**config.mk**
```make
export PLATFORM = sky130hd
export DESIGN_NAME = dmem_access_sequencer_flat
export DESIGN_NICKNAME = d
export VERILOG_FILES = /design/src/rtl/dmem_access_sequencer_pkg.sv /design/src/rtl/dmem_access_sequencer_if.sv /design/src/rtl/dmem_access_sequencer_byte_merge.sv /design/src/rtl/dmem_access_sequencer.sv /design/src/flat_wrapper.sv
export SDC_FILE = /design/constraint.sdc
export NUM_CORES = 1
export LEC_CHECK = 0
export ABC_AREA = 0
export BUFFER_PORTS_ARGS = -buffer_cell sky130_fd_sc_hd__buf_2
export CAP_MARGIN = 20
export CORE_ASPECT_RATIO = 0.5
export CORE_MARGIN = 2
export CORE_UTILIZATION = 39
export CTS_CLUSTER_DIAMETER = 80
export DETAILED_ROUTE_END_ITERATION = 12
export PLACE_DENSITY = 0.78
export SYNTH_ARGS = -nofsm -noshare
export SYNTH_HDL_FRONTEND = slang
export SYNTH_SLANG_ARGS = --single-unit
export TNS_END_PERCENT = 1
```
**constraint.sdc**
```tcl
create_clock -name CLK -period 1.6 [get_ports CLK]
set_input_delay 0.08 -clock CLK [delete_from_list [all_inputs] [get_ports CLK]]
set_output_delay 0.08 -clock CLK [all_outputs]
set_load 0.05 [all_outputs]
```
**src/rtl/dmem_access_sequencer_pkg.sv**
```systemverilog
// Shared definitions for the data-memory access sequencer: FSM encoding,
// memory size codes and byte-enable helpers.
package dmem_access_sequencer_pkg;

  typedef enum logic [1:0] {
    IDLE      = 2'd0,
    LD_WAIT   = 2'd1,
    RMW_WAIT  = 2'd2,
    RMW_WRITE = 2'd3
  } state_t;

  localparam logic [1:0] SIZE_WORD = 2'd0;
  localparam logic [1:0] SIZE_BYTE = 2'd1;
  localparam logic [1:0] SIZE_HALF = 2'd2;
  localparam logic [1:0] SIZE_3B   = 2'd3;

  localparam logic [3:0] BE_FULL = 4'b1111;
  localparam logic [3:0] BE_NONE = 4'b0000;

  // A store needs a read-modify-write whenever only some byte lanes are enabled.
  function automatic logic is_partial(input logic [3:0] be);
    return (be != BE_FULL) && (be != BE_NONE);
  endfunction

endpackage

```
**src/rtl/dmem_access_sequencer_if.sv**
```systemverilog
// Bundle of the MEM-stage request/response and the data-memory port
// signals; slave is the sequencer's view, master is the environment's.
interface dmem_access_sequencer_if;

  logic        req_valid_IN;
  logic        req_write_IN;
  logic [31:0] req_addr_IN;
  logic [31:0] req_wdata_IN;
  logic [3:0]  req_be_IN;
  logic        stall_OUT;
  logic        done_OUT;
  logic [31:0] rdata_OUT;

  logic [31:0] data_address_2DM;
  logic [31:0] data_write_2DM;
  logic [1:0]  data_write_size_2DM;
  logic        MemRead_2DM;
  logic        MemWrite_2DM;
  logic [31:0] data_read_fDM;

  modport slave (
    input  req_valid_IN, req_write_IN, req_addr_IN, req_wdata_IN, req_be_IN,
    input  data_read_fDM,
    output stall_OUT, done_OUT, rdata_OUT,
    output data_address_2DM, data_write_2DM, data_write_size_2DM,
    output MemRead_2DM, MemWrite_2DM
  );

  modport master (
    output req_valid_IN, req_write_IN, req_addr_IN, req_wdata_IN, req_be_IN,
    output data_read_fDM,
    input  stall_OUT, done_OUT, rdata_OUT,
    input  data_address_2DM, data_write_2DM, data_write_size_2DM,
    input  MemRead_2DM, MemWrite_2DM
  );

endinterface

```
**src/rtl/dmem_access_sequencer_byte_merge.sv**
```systemverilog
// Byte-lane mux: each enabled lane takes the new store data, the rest keep
// the word just read from memory. be[3] is the lowest address, bits [31:24].
module dmem_byte_merge (
  input  logic [31:0] wdata,
  input  logic [31:0] rdata,
  input  logic [3:0]  be,
  output logic [31:0] merged
);

  always_comb begin
    merged = rdata;
    for (int i = 0; i < 4; i++) begin
      if (be[i]) begin
        merged[i*8 +: 8] = wdata[i*8 +: 8];
      end
    end
  end

endmodule

```
**src/rtl/dmem_access_sequencer.sv**
```systemverilog
// Owns the single-ported data memory: issues loads, full-word stores and
// read-modify-write sequences for partial stores, stalling the pipeline meanwhile.
module dmem_access_sequencer
  import dmem_access_sequencer_pkg::*;
#(
  parameter int CNT_WIDTH = 16
) (
  input  logic                      CLK,
  input  logic                      RESET,
  dmem_access_sequencer_if.slave    bus,
  output logic [CNT_WIDTH-1:0]      rmw_count_OUT
);

  state_t               state_q;
  state_t               state_d;
  logic [31:0]          merge_q;
  logic [31:0]          merged;
  logic [CNT_WIDTH-1:0] count_q;

  logic                 mem_read;
  logic                 mem_write;
  logic [31:0]          mem_wdata;
  logic                 stall;
  logic                 done;
  logic [31:0]          rdata;

  logic                 unused_addr_lsbs;
  assign unused_addr_lsbs = ^bus.req_addr_IN[1:0];

  dmem_byte_merge u_byte_merge (
    .wdata  (bus.req_wdata_IN),
    .rdata  (bus.data_read_fDM),
    .be     (bus.req_be_IN),
    .merged (merged)
  );

  always_ff @(posedge CLK or negedge RESET) begin
    if (!RESET) begin
      state_q <= IDLE;
    end else begin
      state_q <= state_d;
    end
  end

  // The merged word is captured the cycle the old memory word arrives, so the
  // write cycle does not depend on data_read_fDM still being valid.
  always_ff @(posedge CLK or negedge RESET) begin
    if (!RESET) begin
      merge_q <= '0;
    end else if (state_q == RMW_WAIT) begin
      merge_q <= merged;
    end
  end

  always_ff @(posedge CLK or negedge RESET) begin
    if (!RESET) begin
      count_q <= '0;
    end else if ((state_q == RMW_WRITE) && (count_q != '1)) begin
      count_q <= count_q + CNT_WIDTH'(1);
    end
  end

  always_comb begin
    state_d   = state_q;
    mem_read  = 1'b0;
    mem_write = 1'b0;
    mem_wdata = '0;
    stall     = 1'b0;
    done      = 1'b0;
    rdata     = '0;
    case (state_q)
      IDLE: begin
        if (bus.req_valid_IN) begin
          if (!bus.req_write_IN) begin
            mem_read = 1'b1;
            stall    = 1'b1;
            state_d  = LD_WAIT;
          end else if (is_partial(bus.req_be_IN)) begin
            mem_read = 1'b1;
            stall    = 1'b1;
            state_d  = RMW_WAIT;
          end else begin
            // Full-word stores write straight through; empty stores just retire.
            mem_write = (bus.req_be_IN == BE_FULL);
            mem_wdata = (bus.req_be_IN == BE_FULL) ? bus.req_wdata_IN : '0;
            done      = 1'b1;
          end
        end
      end
      LD_WAIT: begin
        rdata   = bus.data_read_fDM;
        done    = 1'b1;
        state_d = IDLE;
      end
      RMW_WAIT: begin
        stall   = 1'b1;
        state_d = RMW_WRITE;
      end
      RMW_WRITE: begin
        mem_write = 1'b1;
        mem_wdata = merge_q;
        done      = 1'b1;
        state_d   = IDLE;
      end
      default: begin
        state_d = IDLE;
      end
    endcase
  end

  // Outputs are forced quiet while reset is held, even with a request pending.
  assign bus.MemRead_2DM         = RESET & mem_read;
  assign bus.MemWrite_2DM        = RESET & mem_write;
  assign bus.data_write_2DM      = RESET ? mem_wdata : '0;
  assign bus.data_address_2DM    = RESET ? {bus.req_addr_IN[31:2], 2'b00} : '0;
  assign bus.data_write_size_2DM = SIZE_WORD;
  assign bus.stall_OUT           = RESET & stall;
  assign bus.done_OUT            = RESET & done;
  assign bus.rdata_OUT           = RESET ? rdata : '0;
  assign rmw_count_OUT           = count_q;

endmodule
```
**src/flat_wrapper.sv**
```systemverilog
// flat-port wrapper written by rule: the top's interface ports become plain ports
module dmem_access_sequencer_flat import dmem_access_sequencer_pkg::*;
#(
  parameter int CNT_WIDTH = 16
)
  (CLK, RESET, rmw_count_OUT, bus_req_valid_IN, bus_req_write_IN, bus_req_addr_IN, bus_req_wdata_IN, bus_req_be_IN, bus_data_read_fDM, bus_stall_OUT, bus_done_OUT, bus_rdata_OUT, bus_data_address_2DM, bus_data_write_2DM, bus_data_write_size_2DM, bus_MemRead_2DM, bus_MemWrite_2DM);
  dmem_access_sequencer_if bus_i ();
  input  logic CLK;
  input  logic RESET;
  output logic [CNT_WIDTH-1:0] rmw_count_OUT;
  input wire logic [$bits(bus_i.req_valid_IN)-1:0] bus_req_valid_IN;
  input wire logic [$bits(bus_i.req_write_IN)-1:0] bus_req_write_IN;
  input wire logic [$bits(bus_i.req_addr_IN)-1:0] bus_req_addr_IN;
  input wire logic [$bits(bus_i.req_wdata_IN)-1:0] bus_req_wdata_IN;
  input wire logic [$bits(bus_i.req_be_IN)-1:0] bus_req_be_IN;
  input wire logic [$bits(bus_i.data_read_fDM)-1:0] bus_data_read_fDM;
  output wire logic [$bits(bus_i.stall_OUT)-1:0] bus_stall_OUT;
  output wire logic [$bits(bus_i.done_OUT)-1:0] bus_done_OUT;
  output wire logic [$bits(bus_i.rdata_OUT)-1:0] bus_rdata_OUT;
  output wire logic [$bits(bus_i.data_address_2DM)-1:0] bus_data_address_2DM;
  output wire logic [$bits(bus_i.data_write_2DM)-1:0] bus_data_write_2DM;
  output wire logic [$bits(bus_i.data_write_size_2DM)-1:0] bus_data_write_size_2DM;
  output wire logic [$bits(bus_i.MemRead_2DM)-1:0] bus_MemRead_2DM;
  output wire logic [$bits(bus_i.MemWrite_2DM)-1:0] bus_MemWrite_2DM;
  assign bus_i.req_valid_IN = bus_req_valid_IN;
  assign bus_i.req_write_IN = bus_req_write_IN;
  assign bus_i.req_addr_IN = bus_req_addr_IN;
  assign bus_i.req_wdata_IN = bus_req_wdata_IN;
  assign bus_i.req_be_IN = bus_req_be_IN;
  assign bus_i.data_read_fDM = bus_data_read_fDM;
  assign bus_stall_OUT = bus_i.stall_OUT;
  assign bus_done_OUT = bus_i.done_OUT;
  assign bus_rdata_OUT = bus_i.rdata_OUT;
  assign bus_data_address_2DM = bus_i.data_address_2DM;
  assign bus_data_write_2DM = bus_i.data_write_2DM;
  assign bus_data_write_size_2DM = bus_i.data_write_size_2DM;
  assign bus_MemRead_2DM = bus_i.MemRead_2DM;
  assign bus_MemWrite_2DM = bus_i.MemWrite_2DM;
  dmem_access_sequencer #(.CNT_WIDTH(CNT_WIDTH)) u_core (.CLK(CLK), .RESET(RESET), .bus(bus_i), .rmw_count_OUT(rmw_count_OUT));
endmodule
```
==> results of run 1 <==
report_power, final:
part           switching [mW]  internal (mW)  total [mW]
clock                   0.473          0.742        1.21
combinational            3.24           1.94        5.18
sequential              0.387           1.73        2.12
total                    4.10           4.42        8.51
area by class of cell:
cell class              count  share of cell area, %
clock inverters             2                  0.641
well taps                 112                   2.32
flip-flops and latches     50                   21.0
clock buffers               6                   2.13
diodes                      1                 0.0413
inverters                   2                  0.124
repair buffers            259                   33.8
multi-input cells         305                   39.9
tightest hold or removal path, delay by kind of cell:
family	cells	cell delay (ns)
buf+inv	1	0.08
compound gates	1	0.14
mux	1	0.05
state kept, by name, indices dropped and copies added, names as in the netlist:
name and flops:
u_core.state_q 2, u_core.merge_q 32, u_core.rmw_count_OUT 16
how the worst max path moves through the flow:
stage	slack, ns	to
detailed placement	-0.14	u_core.rmw_count_OUT[13]$_DFFE_PN0P_
floorplan	-0.11	u_core.rmw_count_OUT[13]$_DFFE_PN0P_
CTS	-0.30	bus_data_write_2DM[20]
finish	-0.33	bus_data_write_2DM[15]
global route	-0.39	bus_data_write_2DM[15]
global placement	-0.10	u_core.rmw_count_OUT[15]$_DFFE_PN0P_
placed cells by master (no fill, tap or decap), types with 4 or more instances in the layout:
cell / instances
sky130_fd_sc_hd__buf_2: 146
sky130_fd_sc_hd__buf_6: 61
sky130_fd_sc_hd__a21oi_1: 37
sky130_fd_sc_hd__nor2_1: 36
sky130_fd_sc_hd__and3_1: 34
sky130_fd_sc_hd__dfrtp_1: 34
sky130_fd_sc_hd__nor2_4: 32
sky130_fd_sc_hd__and2_1: 32
sky130_fd_sc_hd__mux2i_1: 32
sky130_fd_sc_hd__buf_4: 27
sky130_fd_sc_hd__a22oi_2: 20
sky130_fd_sc_hd__dfrtp_2: 16
sky130_fd_sc_hd__a22oi_1: 12
sky130_fd_sc_hd__nand2_1: 12
sky130_fd_sc_hd__buf_8: 11
sky130_fd_sc_hd__buf_12: 9
sky130_fd_sc_hd__xnor2_1: 8
sky130_fd_sc_hd__xor2_1: 7
sky130_fd_sc_hd__clkbuf_16: 7
sky130_fd_sc_hd__nand4_1: 6
sky130_fd_sc_hd__ha_4: 5
sky130_fd_sc_hd__nor4_2: 4
sky130_fd_sc_hd__conb_1: 4
cell usage after synthesis, types with 2 or more instances:
cell | n | area, µm²
sky130_fd_sc_hd__a22oi_1 | 32 | 240
sky130_fd_sc_hd__a21oi_1 | 37 | 185
sky130_fd_sc_hd__buf_4 | 9 | 67.6
sky130_fd_sc_hd__xnor2_1 | 8 | 70.1
sky130_fd_sc_hd__dfrtp_1 | 50 | 1250
sky130_fd_sc_hd__xor2_1 | 7 | 61.3
sky130_fd_sc_hd__buf_6 | 2 | 22.5
sky130_fd_sc_hd__nor2_1 | 70 | 263
sky130_fd_sc_hd__inv_1 | 2 | 7.51
sky130_fd_sc_hd__mux2i_1 | 32 | 320
sky130_fd_sc_hd__nand2_1 | 12 | 45.0
sky130_fd_sc_hd__nand3_2 | 2 | 20.0
sky130_fd_sc_hd__clkbuf_1 | 24 | 90.1
sky130_fd_sc_hd__or4_4 | 2 | 22.5
sky130_fd_sc_hd__and2_1 | 32 | 200
sky130_fd_sc_hd__nand4_1 | 6 | 37.5
sky130_fd_sc_hd__nor4_1 | 4 | 25.0
sky130_fd_sc_hd__ha_1 | 5 | 62.6
sky130_fd_sc_hd__buf_1 | 2 | 7.51
sky130_fd_sc_hd__nor3_1 | 3 | 15.0
sky130_fd_sc_hd__nand3_1 | 4 | 20.0
sky130_fd_sc_hd__and3_1 | 34 | 213
kinds of logic (layout without fill, tap and decap cells):
kind of cell | after synthesis | after routing | synth area share (%)
muxes | 33 | 33 | 9.80
buffers and inverters | 39 | 269 | 5.77
DFF | 50 | 50 | 37.0
and+or+nand+nor | 175 | 175 | 27.4
xor gates and xnor gates | 15 | 15 | 3.88
adders and majority gates | 5 | 5 | 1.85
other | 1 | 5 | 0.111
AOI/OAI and AO/OA | 73 | 73 | 14.2
timing repair:
item | CTS | global route
endpoints found under the hold margin | 50 | 0
hold buffers | 3 | 0
resized for setup | 142 | 49
setup buffers | 0 | 1
endpoints found under the setup margin | 72 | 78
pin swaps | 10 | 24
gates cloned | 0 | 3
metrics by stage:
stage	TNS [ns]	cells	total power [mW]	utilization [%]	worst slack (ns)
after floorplan	-2.73	394	5.13	-	-0.114
after global placement	-1.61	720	6.31	61.7	-0.102
after detailed placement	-2.06	720	6.41	61.7	-0.145
after CTS	-8.85	731	8.18	70.0	-0.300
after global routing	-15.40	737	8.91	73.8	-0.389
final	-10.42	737	8.51	73.8	-0.333
routing by layer:
metal,vias to the layer above,global-route usage [%]
met5,-,0
met4,0,9.49
met3,41,5.08
met2,212,44.3
met1,1918,32.7
li1,1840,-
==> reports/summary.md, run 1 <==
The first routing iteration left 427 violations. 222 I/O pins were placed. In this run, synthesis inferred 0 flip-flops with an integrated enable. Each instance of the synthesized netlist takes up on average 8.66 µm².

In this run the worst path has a maximum fanout of 5. The die is 136 µm wide. Once the floorplan was initialized, standard cells occupied 41.3% of the core. The tools report the area of all sequential standard cells as 1270 µm².

For the worst setup path, the data required time is 1.52 ns. The logs give 25.9% for the overall fraction of global-route tracks in use and 2 for the worst-case clock buffer depth. The run gives -0.333 ns as the final worst-path setup slack. The total power divided by cell area is 1410 nW/µm². Walking the worst path, the cells encountered are inv_2 -> ha_4 -> nand3_4 -> nor2_4 -> buf_12 -> clkbuf_16 -> a22oi_1 -> nor2_4 -> buf_8.

Summing all multi-input logic gate instances after layout gives 2420 µm². Clock-pin slew was measured on the worst setup and hold paths at 0.07 ns. The H-tree generated during clock tree synthesis spans 2 levels. For this run, design rule violations remaining after detail routing come to 0. In this run the cell area of the synthesized design comes to 3380 µm².

For the total congestion overflow after global routing, the log shows 0. The run gives 50 as the number of sinks on the clock net. The run finished, with violations left.

The initial antenna violation count was 1. The routed layout has 4,011 vias. After detailed routing, the total wire length is 13.6 mm. Worst hold endpoint: u_core.merge_q[19]$_DFFE_PN0P_. Before antenna repair, the detailed router went through 5 iterations. TritonCTS built the clock tree. The setup slack of the worst register-to-register path came out at -0.03 ns.

The highest metal layer carrying signal wires in the routed design is met4. The number of rows in the core area was 23. In the synthesized netlist, the number of instances is 391. For this run, the register share of the synthesized area comes to 37.0%. Post-route antenna net violation count: 0. Along the worst hold path, the cell count comes to 3. Yosys mapped the design onto 34 distinct sky130hd cell types. The tools report the worst reg2reg path endpoint as u_core.rmw_count_OUT[15]$_DFFE_PN0P_.

The worst setup path is launched from a register. During synthesis, Yosys emitted a total of 0 warnings. The placed instances occupy a cell area of 5060 µm². The critical path runs through a total of 9 cells. The congestion estimate from routability-driven global placement came to 0.834. The floorplan step defined a die boundary enclosing 9480 µm². Fraction of the cycle the final worst path needs: 121%.

For this run, the leading register cell type out of synthesis is sky130_fd_sc_hd__dfrtp_1. The net count of the finished layout is 732. Clock tree synthesis inserted a total of 5 buffers.

By instance count, the cell type seen most on the critical path is sky130_fd_sc_hd__nor2_4. The logs give 554 for the number of filler cells placed in the layout and 8.73 mm for the half-perimeter wire length after placement. The run gives 0.517 GHz as the maximum clock frequency. After detailed routing, the average wire length per cell comes to 18.4 µm. The root buffer cell chosen for the clock tree is sky130_fd_sc_hd__clkbuf_16.

Flip-flop and latch count after synthesis: 50. The checks that failed: setup timing. The max-slew violation count was 0.

In the detailed route, the total length drawn on met3 is 988 µm. Clock skew on the completed layout was measured at 0.00957 ns. The depth of the worst register-to-register path is 8, and the number of buffers and inverters on the critical path is 4. The highest-delay cell along the critical path is sky130_fd_sc_hd__dfrtp_1. The routed design could run at a clock period as short as 1.93 ns. The finished cells cover 6050 µm². Setup repair after global routing could not meet its margin everywhere. Of the cells placed in the final design, the portion with a size suffix greater than 1 is 56.9%.

In this run the worst setup path begins at u_core.state_q[0]$_DFFE_PN0P_. On the worst path, the slowest cell contributes a delay of 0.38 ns. The first global-routing pass estimated 19.6 mm of wire. Hold is met by 0.110 ns. The worst hold path begins at bus_data_read_fDM[19]. After detailed routing, the number of vias per cell comes to 5.44. The min-delay analysis places its worst path in the category in2reg.

After synthesis, the share of flip-flops with an asynchronous set or reset is 100%. From bottom edge to top edge, the die measures 69.9 µm. The relative area change from synthesis to final layout works out to 78.8%. The logs give 0 for the final-report hold violation count and 8200 µm² for the core area.

The worst path arrival time is 1.85 ns. The type of the worst setup path was reg2out. The worst register-to-register path begins at u_core.state_q[0]$_DFFE_PN0P_. Port buffering added 215 buffers.

Among cell families on the critical path, the largest total delay comes from buffers and inverters. In the detailed route, the total length drawn on met2 is 6.61 mm. Entering global routing, the biggest net connects 44 pins. STA classifies the critical path endpoint as an output port. The leakage component of the power came out at 2.90 nW. Max-cap violations in this run came to 0.

VDD sags by at most 0.000901 V. At the later pin of the worst-skew pair, clock insertion delay measures 0.29 ns. Setup violations remaining at the end of the flow were counted as 67. The run gives 5.61 mm as the routed length on met1. The number of global-route vias before repair is 3,958.
(Power assumes the default switching activity.)
==> inputs of run 2 (changes only) <==
--- a/config.mk
+++ b/config.mk
@@ -9,7 +9,7 @@
 export BUFFER_PORTS_ARGS = -buffer_cell sky130_fd_sc_hd__buf_2
 export CAP_MARGIN = 20
 export CORE_ASPECT_RATIO = 0.5
-export CORE_MARGIN = 2
+export CORE_MARGIN = 3
 export CORE_UTILIZATION = 39
 export CTS_CLUSTER_DIAMETER = 80
 export DETAILED_ROUTE_END_ITERATION = 12
==> run 2 against run 1 <==
Net effect: the run still ends with setup timing left; power increased by 3.4%; critical path depth unchanged; clock-buffer cell count unchanged; routed wire length increased by 11%; first-iteration DRC count decreased by 27%; sequential cell count unchanged; hold slack got worse by 0.0020 ns; clock skew decreased by 0.0034 ns; sequential share of layout area decreased by 0.31 points; critical endpoint is now bus_data_write_2DM[9]; largest power group unchanged.
==> reports/summary.md, run 2 (synthesis gave the netlist of run 1 again) <==
The initial antenna violation count is 0, and the number of buffers and inverters on the critical path is 4. The largest incremental delay on the critical path was 0.42 ns; the final critical delay including setup and external delays was 1.94 ns. The most numerous cell type found on the critical path is sky130_fd_sc_hd__nor2_4. 0 antenna diodes ended up in the layout. Endpoint kind of the worst setup timing path: an output port. The run finished, with violations left. The flip-flop count of the largest register, all copies and words added came out at 32. Register with the most flip-flops: u_core.merge_q. For the pin with the worst max-slew slack, the measured transition is 0.535 ns. 222 I/O pins were placed. In this run the remaining antenna-violating nets after routing total 0. Most common cell after layout, fill and taps aside: sky130_fd_sc_hd__buf_2. In this design, the largest share of critical-path delay is due to buffers and inverters. Compared with the post-synthesis result, the final layout area differs by 81.5%.

The first routing iteration left 311 violations. Type of the worst setup path: reg2out. The layout has 515 filler cells. The net count of the finished layout is 734. The kind of path behind the tightest hold check was in2reg.

Once placement completed, the tool counted placed cells totaling 722. The total number of vias was 4,190. The number of global-route vias before repair is 4,288, and the number of DRC violations after detailed routing is 0.

The die width is 138 µm. The run gives 6140 µm² as the cell area after layout. The final reports fail on setup timing.

After the flow finishes, the layout carries non-filler instances totaling 738. The critical path launch point type is a register. In this run, CTS created clock tree buffers numbering 5. The startpoint of the most critical setup path is u_core.state_q[0]$_DFFE_PN0P_. Max-cap violations in this run came to 0.

For the total congestion overflow after global routing, the log shows 0. The vias per cell works out to 5.68. Once the floorplan was initialized, standard cells occupied 41.3% of the core. For this run, global-route usage on met2 was measured as 51.6%. Routability-driven placement finished with a final weighted congestion of 0.827. The global routing usage on met3 was 6.87%; the clock edge transition at the registers on the reported setup and hold paths was 0.07 ns.

Leaving out fill and tap cells, the most frequent cells in the layout are sky130_fd_sc_hd__buf_2, sky130_fd_sc_hd__buf_6, sky130_fd_sc_hd__nor2_1. For the worst voltage drop across the vdd grid, the log shows 0.000795 V. The port buffer count came out at 215. The leakage component of the power came out at 2.90 nW. The number of sinks on the clock net was 50. For the final-report hold violation count, the log shows 0.

The maximum clock frequency was 0.515 GHz; the ratio of cells with drive above 1 in the final layout was 59.9%. The first global-routing pass estimated 22.8 mm of wire. The count of H-tree levels built during CTS is 2, and the overall fraction of global-route tracks in use is 29.5%. The root buffer selected by CTS was sky130_fd_sc_hd__clkbuf_16.

Of all nets on the critical path, the largest fanout is 6. Setup violations remaining at the end of the flow were counted as 71. Max-slew violation count: 0. Dividing total power by cell area gives a power density of 1430 nW/µm². The worst pin sits at a relative slew slack of 64.2%. TritonCTS built the clock tree.

The largest clock skew in the final design was 0.00614 ns. The worst register-to-register path begins at u_core.state_q[0]$_DFFE_PN0P_. Walking the worst path, the cells encountered are inv_2 -> ha_4 -> nand3_4 -> nor2_4 -> buf_6 -> buf_12 -> a22oi_2 -> nor2_4 -> buf_8. For the number of rows in the core area, the log shows 23. From bottom edge to top edge, the die measures 71.9 µm. Setup repair after global routing could not meet its margin everywhere. Counting along the longest clock path gives a buffer depth of 2. The sum of routed wire length over all layers is 15.0 mm, and the worst path arrival time is 1.86 ns. The half-perimeter wire length after placement is 9.14 mm. In this run the cell area measured after placement is 5060 µm². Once layout is complete, the utilization of the core stands at 74.9%. The wire length per cell after detailed routing was 20.3 µm. On the critical path, the stage with the largest delay is an instance of sky130_fd_sc_hd__dfrtp_1. The final total power was 8.81 mW. The first detailed-routing pass took 5 iterations. The global routing stage identified its most utilized layer as met2.

In the finished design, the share of the clock period the worst path needs comes to 121%. Global routing used 35.3% of the available met1 tracks. The core area was 8200 µm².

The startpoint of the tightest hold check path was bus_data_read_fDM[3]. The die area is 9900 µm². Entering global routing, the biggest net connects 43 pins.

STA puts the critical path data required time at 1.52 ns. Clock latency on the worst-skew pair: 0.29 ns. The final worst-path setup slack was -0.341 ns.
[run 2: cell count changes in the layout (fill, tap and decap cells not counted), moves of 3 or more]
cell	previous run	this run
sky130_fd_sc_hd__and3_4	0	5
sky130_fd_sc_hd__a22oi_2	20	30
sky130_fd_sc_hd__buf_12	9	6
sky130_fd_sc_hd__buf_6	61	54
sky130_fd_sc_hd__buf_4	27	30
sky130_fd_sc_hd__a21oi_1	37	33
sky130_fd_sc_hd__buf_8	11	21
sky130_fd_sc_hd__a21oi_2	0	4
sky130_fd_sc_hd__a22oi_1	12	2
sky130_fd_sc_hd__and3_1	34	29
[run 2: through the flow]
| stage | setup TNS (ns) | hold WS, ns | setup WS, ns |
|---|---|---|---|
| 2_1_floorplan | -2.73 | -0.216 | -0.114 |
| 3_3_place_gp | -1.54 | -0.0259 | -0.105 |
| 3_5_place_dp | -2.81 | -0.0243 | -0.129 |
| 4_1_cts | -9.15 | 0.101 | -0.260 |
| 5_1_grt | -19.15 | 0.126 | -0.380 |
| 6_report | -15.05 | 0.108 | -0.341 |
[run 2: path summary, 6_finish.rpt]
path | cells after the start | endpoint | slack [ns]
setup / recovery | 9 | bus_data_write_2DM[9] | -0.34
hold / removal | 3 | u_core.merge_q[3]$_DFFE_PN0P_ | 0.11
setup reg to reg | 8 | u_core.rmw_count_OUT[13]$_DFFE_PN0P_ | -0.10
hold reg to reg | 1 | u_core.rmw_count_OUT[15]$_DFFE_PN0P_ | 0.50
max in group asynchronous | 4 | u_core.merge_q[26]$_DFFE_PN0P_ | 0.18
min in group asynchronous | 3 | u_core.rmw_count_OUT[3]$_DFFE_PN0P_ | 0.47
[run 2: metal layers]
layer	wire (µm)	vias up
met2	7640	231
met3	1100	62
met4	521	0
met1	5760	2057
li1	-	1840
met5	0	-
[run 2: tightest hold or removal path, cell delays in order]
cell                      delay (ns)
sky130_fd_sc_hd__buf_2          0.09
sky130_fd_sc_hd__mux2i_1        0.06
sky130_fd_sc_hd__a21oi_1        0.13
[run 2: area by class of cell]
cell class              instances  area [µm²]  share of cell area (%)
multi-input cells             305        2500                    40.7
repair buffers                261        2060                    33.5
flip-flops and latches         50        1270                    20.7
well taps                     112         140                    2.28
clock buffers                   6         129                    2.10
clock inverters                 2        37.5                   0.611
inverters                       2        7.51                   0.122
[run 2: report_power, final]
part           leakage [nW]  switching (mW)  total (mW)  internal (mW)
clock network        0.0771           0.482        1.22          0.739
logic                  2.26            3.40        5.43           2.03
registers             0.562           0.425        2.16           1.73
[run 2: repair_timing]
action,in CTS,in global routing
pin swaps,30,11
endpoints found under the setup margin,71,80
gates cloned,2,0
hold endpoints to repair,15,0
buffers inserted,4,2
gates resized for setup,201,26
hold buffers,3,0
==> inputs of run 3 (changes only) <==
--- a/config.mk
+++ b/config.mk
@@ -10,11 +10,12 @@
 export CAP_MARGIN = 20
 export CORE_ASPECT_RATIO = 0.5
 export CORE_MARGIN = 3
-export CORE_UTILIZATION = 39
+export CORE_UTILIZATION = 40
+export CTS_BUF_LIST = sky130_fd_sc_hd__clkbuf_4 sky130_fd_sc_hd__clkbuf_8
 export CTS_CLUSTER_DIAMETER = 80
 export DETAILED_ROUTE_END_ITERATION = 12
-export PLACE_DENSITY = 0.78
+export PLACE_DENSITY = 0.8
 export SYNTH_ARGS = -nofsm -noshare
 export SYNTH_HDL_FRONTEND = slang
 export SYNTH_SLANG_ARGS = --single-unit
-export TNS_END_PERCENT = 1
+export TNS_END_PERCENT = 5
==> run 3 against run 2 <==
Net effect: the flow still finishes with violations (setup timing); clock skew is 0.0076 ns higher; setup slack worse by 0.11 ns; utilization grew 1.8 points; sequential share of layout area decreased by 0.27 points; power decreased by 2.8%; routed wire length grew 6.0%; cell area is 1.3% higher; via count up 2.8%; critical path type unchanged; critical endpoint is now bus_data_write_2DM[0]; largest power group unchanged.
==> reports/summary.md, run 3 (synthesis gave the netlist of run 1 again) <==
The tools report the endpoint kind of the worst setup timing path as an output port. After routing, the total negative slack on setup checks comes to -16.82 ns. The initial standard-cell utilization of the core was 41.7%. The die area was 9670 µm²; the ratio of cells with drive above 1 in the final layout was 60.0%.

Top routing layer in use: met4. In this run the deepest clock path goes through 2 buffers. Clock tree synthesis selected as its root buffer the cell sky130_fd_sc_hd__clkbuf_8. Wire length per cell after detailed routing: 21.4 µm. Leaving out fill and tap cells, the most frequent cells in the layout are sky130_fd_sc_hd__buf_2, sky130_fd_sc_hd__buf_6, sky130_fd_sc_hd__nor2_1, sky130_fd_sc_hd__a21oi_1, sky130_fd_sc_hd__dfrtp_1.

The utilization after layout is 76.7%, and the I/O pin total is 222. For the final database, setup skew stands at 0.0138 ns. In the routed design, unresolved DRC markers number 0. The final critical path takes up 128% of the cycle. At the pin with the least slew margin, the transition time is 0.615 ns.

The worst setup path is launched from a register. The detailed router put a total of 6.21 mm of wire on met1. For the final worst-path setup slack, the log shows -0.448 ns. The total CTS buffers is 5. The logs give 1.97 ns for the worst path arrival time and 2490 µm² for the combined area of the multi-input logic cells.

Setup repair after global routing could not meet its margin everywhere. The checks that failed: setup timing. The total power divided by cell area is 1380 nW/µm². The core region is 8120 µm². The final critical delay including setup and external delays was 2.05 ns; the overall fraction of global-route tracks in use was 29.0%. The die is 136 µm wide.

The detailed router finished its first iteration with 454 violations. The final net count is 738, and the clock edge transition at the registers on the reported setup and hold paths is 0.10 ns. The relative area change from synthesis to final layout is 83.9%, and the weighted congestion reported at the end of routability-driven placement is 0.806. The first TritonRoute pass finished after 5 iterations. The maximum clock frequency was 0.488 GHz; the met3 routed wirelength was 1.12 mm. The count of H-tree levels built during CTS was 2. The final-report hold violation count is 0. During placement, the flow inserted port buffers numbering 215.

The number of global-route vias before repair was 4,262; the sum of routed wire length over all layers was 15.9 mm. The met2 wire length is 7.87 mm, and the worst voltage drop across the vdd grid is 0.000588 V. Along the worst path, the maximum fanout reaches 5.

Half-perimeter wire length after placement: 9.01 mm. The run finished, with violations left. In this run the tightest slew margin relative to its limit is 58.9%. Post-route antenna net violation count: 0. Including well taps, the total number of placed cells is 721.

The worst setup path is of the reg2out kind. The filler cells instantiated in the layout total 485. Most common cell after layout, fill and taps aside: sky130_fd_sc_hd__buf_2.

The tools report the final setup violation count as 69. The kind of path behind the tightest hold check was in2async. The flip-flop count of the largest register, all copies and words added is 32. In the routed layout, each cell is associated on average with a via count of 5.80.

The largest net degree at the start of global routing is 32. The max-cap check violation count was 0; the initial antenna violation count was 1. In this run the static leakage power is 2.93 nW. Ranked by flip-flop count, first place goes to u_core.merge_q. In the final layout, flip-flops and latches occupy 1270 µm². The tools report the total number of vias as 4,307. The run gives 6220 µm² as the cell area after layout. After global routing the overflow that remains totals 0.

TritonCTS built the clock tree. For the placement-stage worst setup slack, the log shows -0.158 ns. For the max-slew violation count, the log shows 0. Clock latency on the worst-skew pair, taken at its later pin, is 0.32 ns. The initialized floorplan defines 23 standard-cell rows.

Total power for the finished layout comes to 8.56 mW. The first global-routing pass estimated 22.2 mm of wire. The die outline height is 71.0 µm.

The number of standard cells in the layout, taps in and fillers out was 743; the placed standard-cell area was 5090 µm². At the worst endpoint, the required time is 1.52 ns. The number of sinks on the clock net was 50. On the final layout, the worst hold slack is 0.0378 ns.
==> run 3: cell types whose count changed in the layout (fill, tap and decap cells not counted), moves of 3 or more <==
cell	before	now
sky130_fd_sc_hd__buf_6	54	38
sky130_fd_sc_hd__buf_8	21	32
sky130_fd_sc_hd__clkbuf_8	0	6
sky130_fd_sc_hd__buf_12	6	10
sky130_fd_sc_hd__a21oi_1	33	36
sky130_fd_sc_hd__a21oi_2	4	1
sky130_fd_sc_hd__clkbuf_16	5	2
==> run 3: worst paths after layout <==
kind | startpoint | end | slack (ns) | cells past startpoint
setup / recovery | u_core.state_q[0]$_DFFE_PN0P_ | bus_data_write_2DM[0] | -0.45 | 9
hold / removal | RESET | u_core.merge_q[14]$_DFFE_PN0P_ | 0.04 | 3
setup reg to reg | u_core.rmw_count_OUT[9]$_DFFE_PN0P_ | u_core.rmw_count_OUT[3]$_DFFE_PN0P_ | -0.01 | 5
hold reg to reg | u_core.rmw_count_OUT[15]$_DFFE_PN0P_ | u_core.rmw_count_OUT[15]$_DFFE_PN0P_ | 0.50 | 1
max in group asynchronous | RESET | u_core.rmw_count_OUT[5]$_DFFE_PN0P_ | 0.51 | 3
min in group CLK | bus_data_read_fDM[2] | u_core.merge_q[2]$_DFFE_PN0P_ | 0.07 | 3
==> run 3: report_power, final <==
part           switching [mW]  internal [mW]
combinational            3.46           2.11
sequential              0.421           1.73
clock                   0.477          0.357
total                    4.36           4.20
==> run 3: critical path, stage by stage, from the launching register on <==
cell and delay, ns:
sky130_fd_sc_hd__dfrtp_1 0.43, sky130_fd_sc_hd__inv_2 0.09, sky130_fd_sc_hd__ha_4 0.15, sky130_fd_sc_hd__nand3_4 0.08, sky130_fd_sc_hd__nor2_4 0.19, sky130_fd_sc_hd__buf_12 0.15
sky130_fd_sc_hd__buf_16 0.13, sky130_fd_sc_hd__a22oi_1 0.11, sky130_fd_sc_hd__nor2_2 0.14, sky130_fd_sc_hd__buf_6 0.17
==> run 3: layout make-up <==
cell class | count | area share, %
Sequential cell | 50 | 20.4
Clock inverter | 2 | 0.261
Clock buffer | 6 | 1.33
Timing Repair Buffer | 265 | 35.5
Multi-Input combinational cell | 305 | 40.0
Inverter | 2 | 0.121
Tap cell | 112 | 2.25
Antenna cell | 1 | 0.0402
==> run 3: timing repair <==
action,in CTS,in global routing
pin swaps,32,23
hold buffers,3,0
endpoints found under the setup margin,75,77
endpoints found under the hold margin,42,0
gates resized for setup,185,39
setup buffers,5,1
gates cloned,2,2
==> run 3: per-layer routing <==
metal / track usage [%] / vias to the layer above
li1: - / 1856
met1: 35.5 / 2114
met2: 48.9 / 273
met3: 6.68 / 64
met4: 13.6 / 0
met5: 0 / -
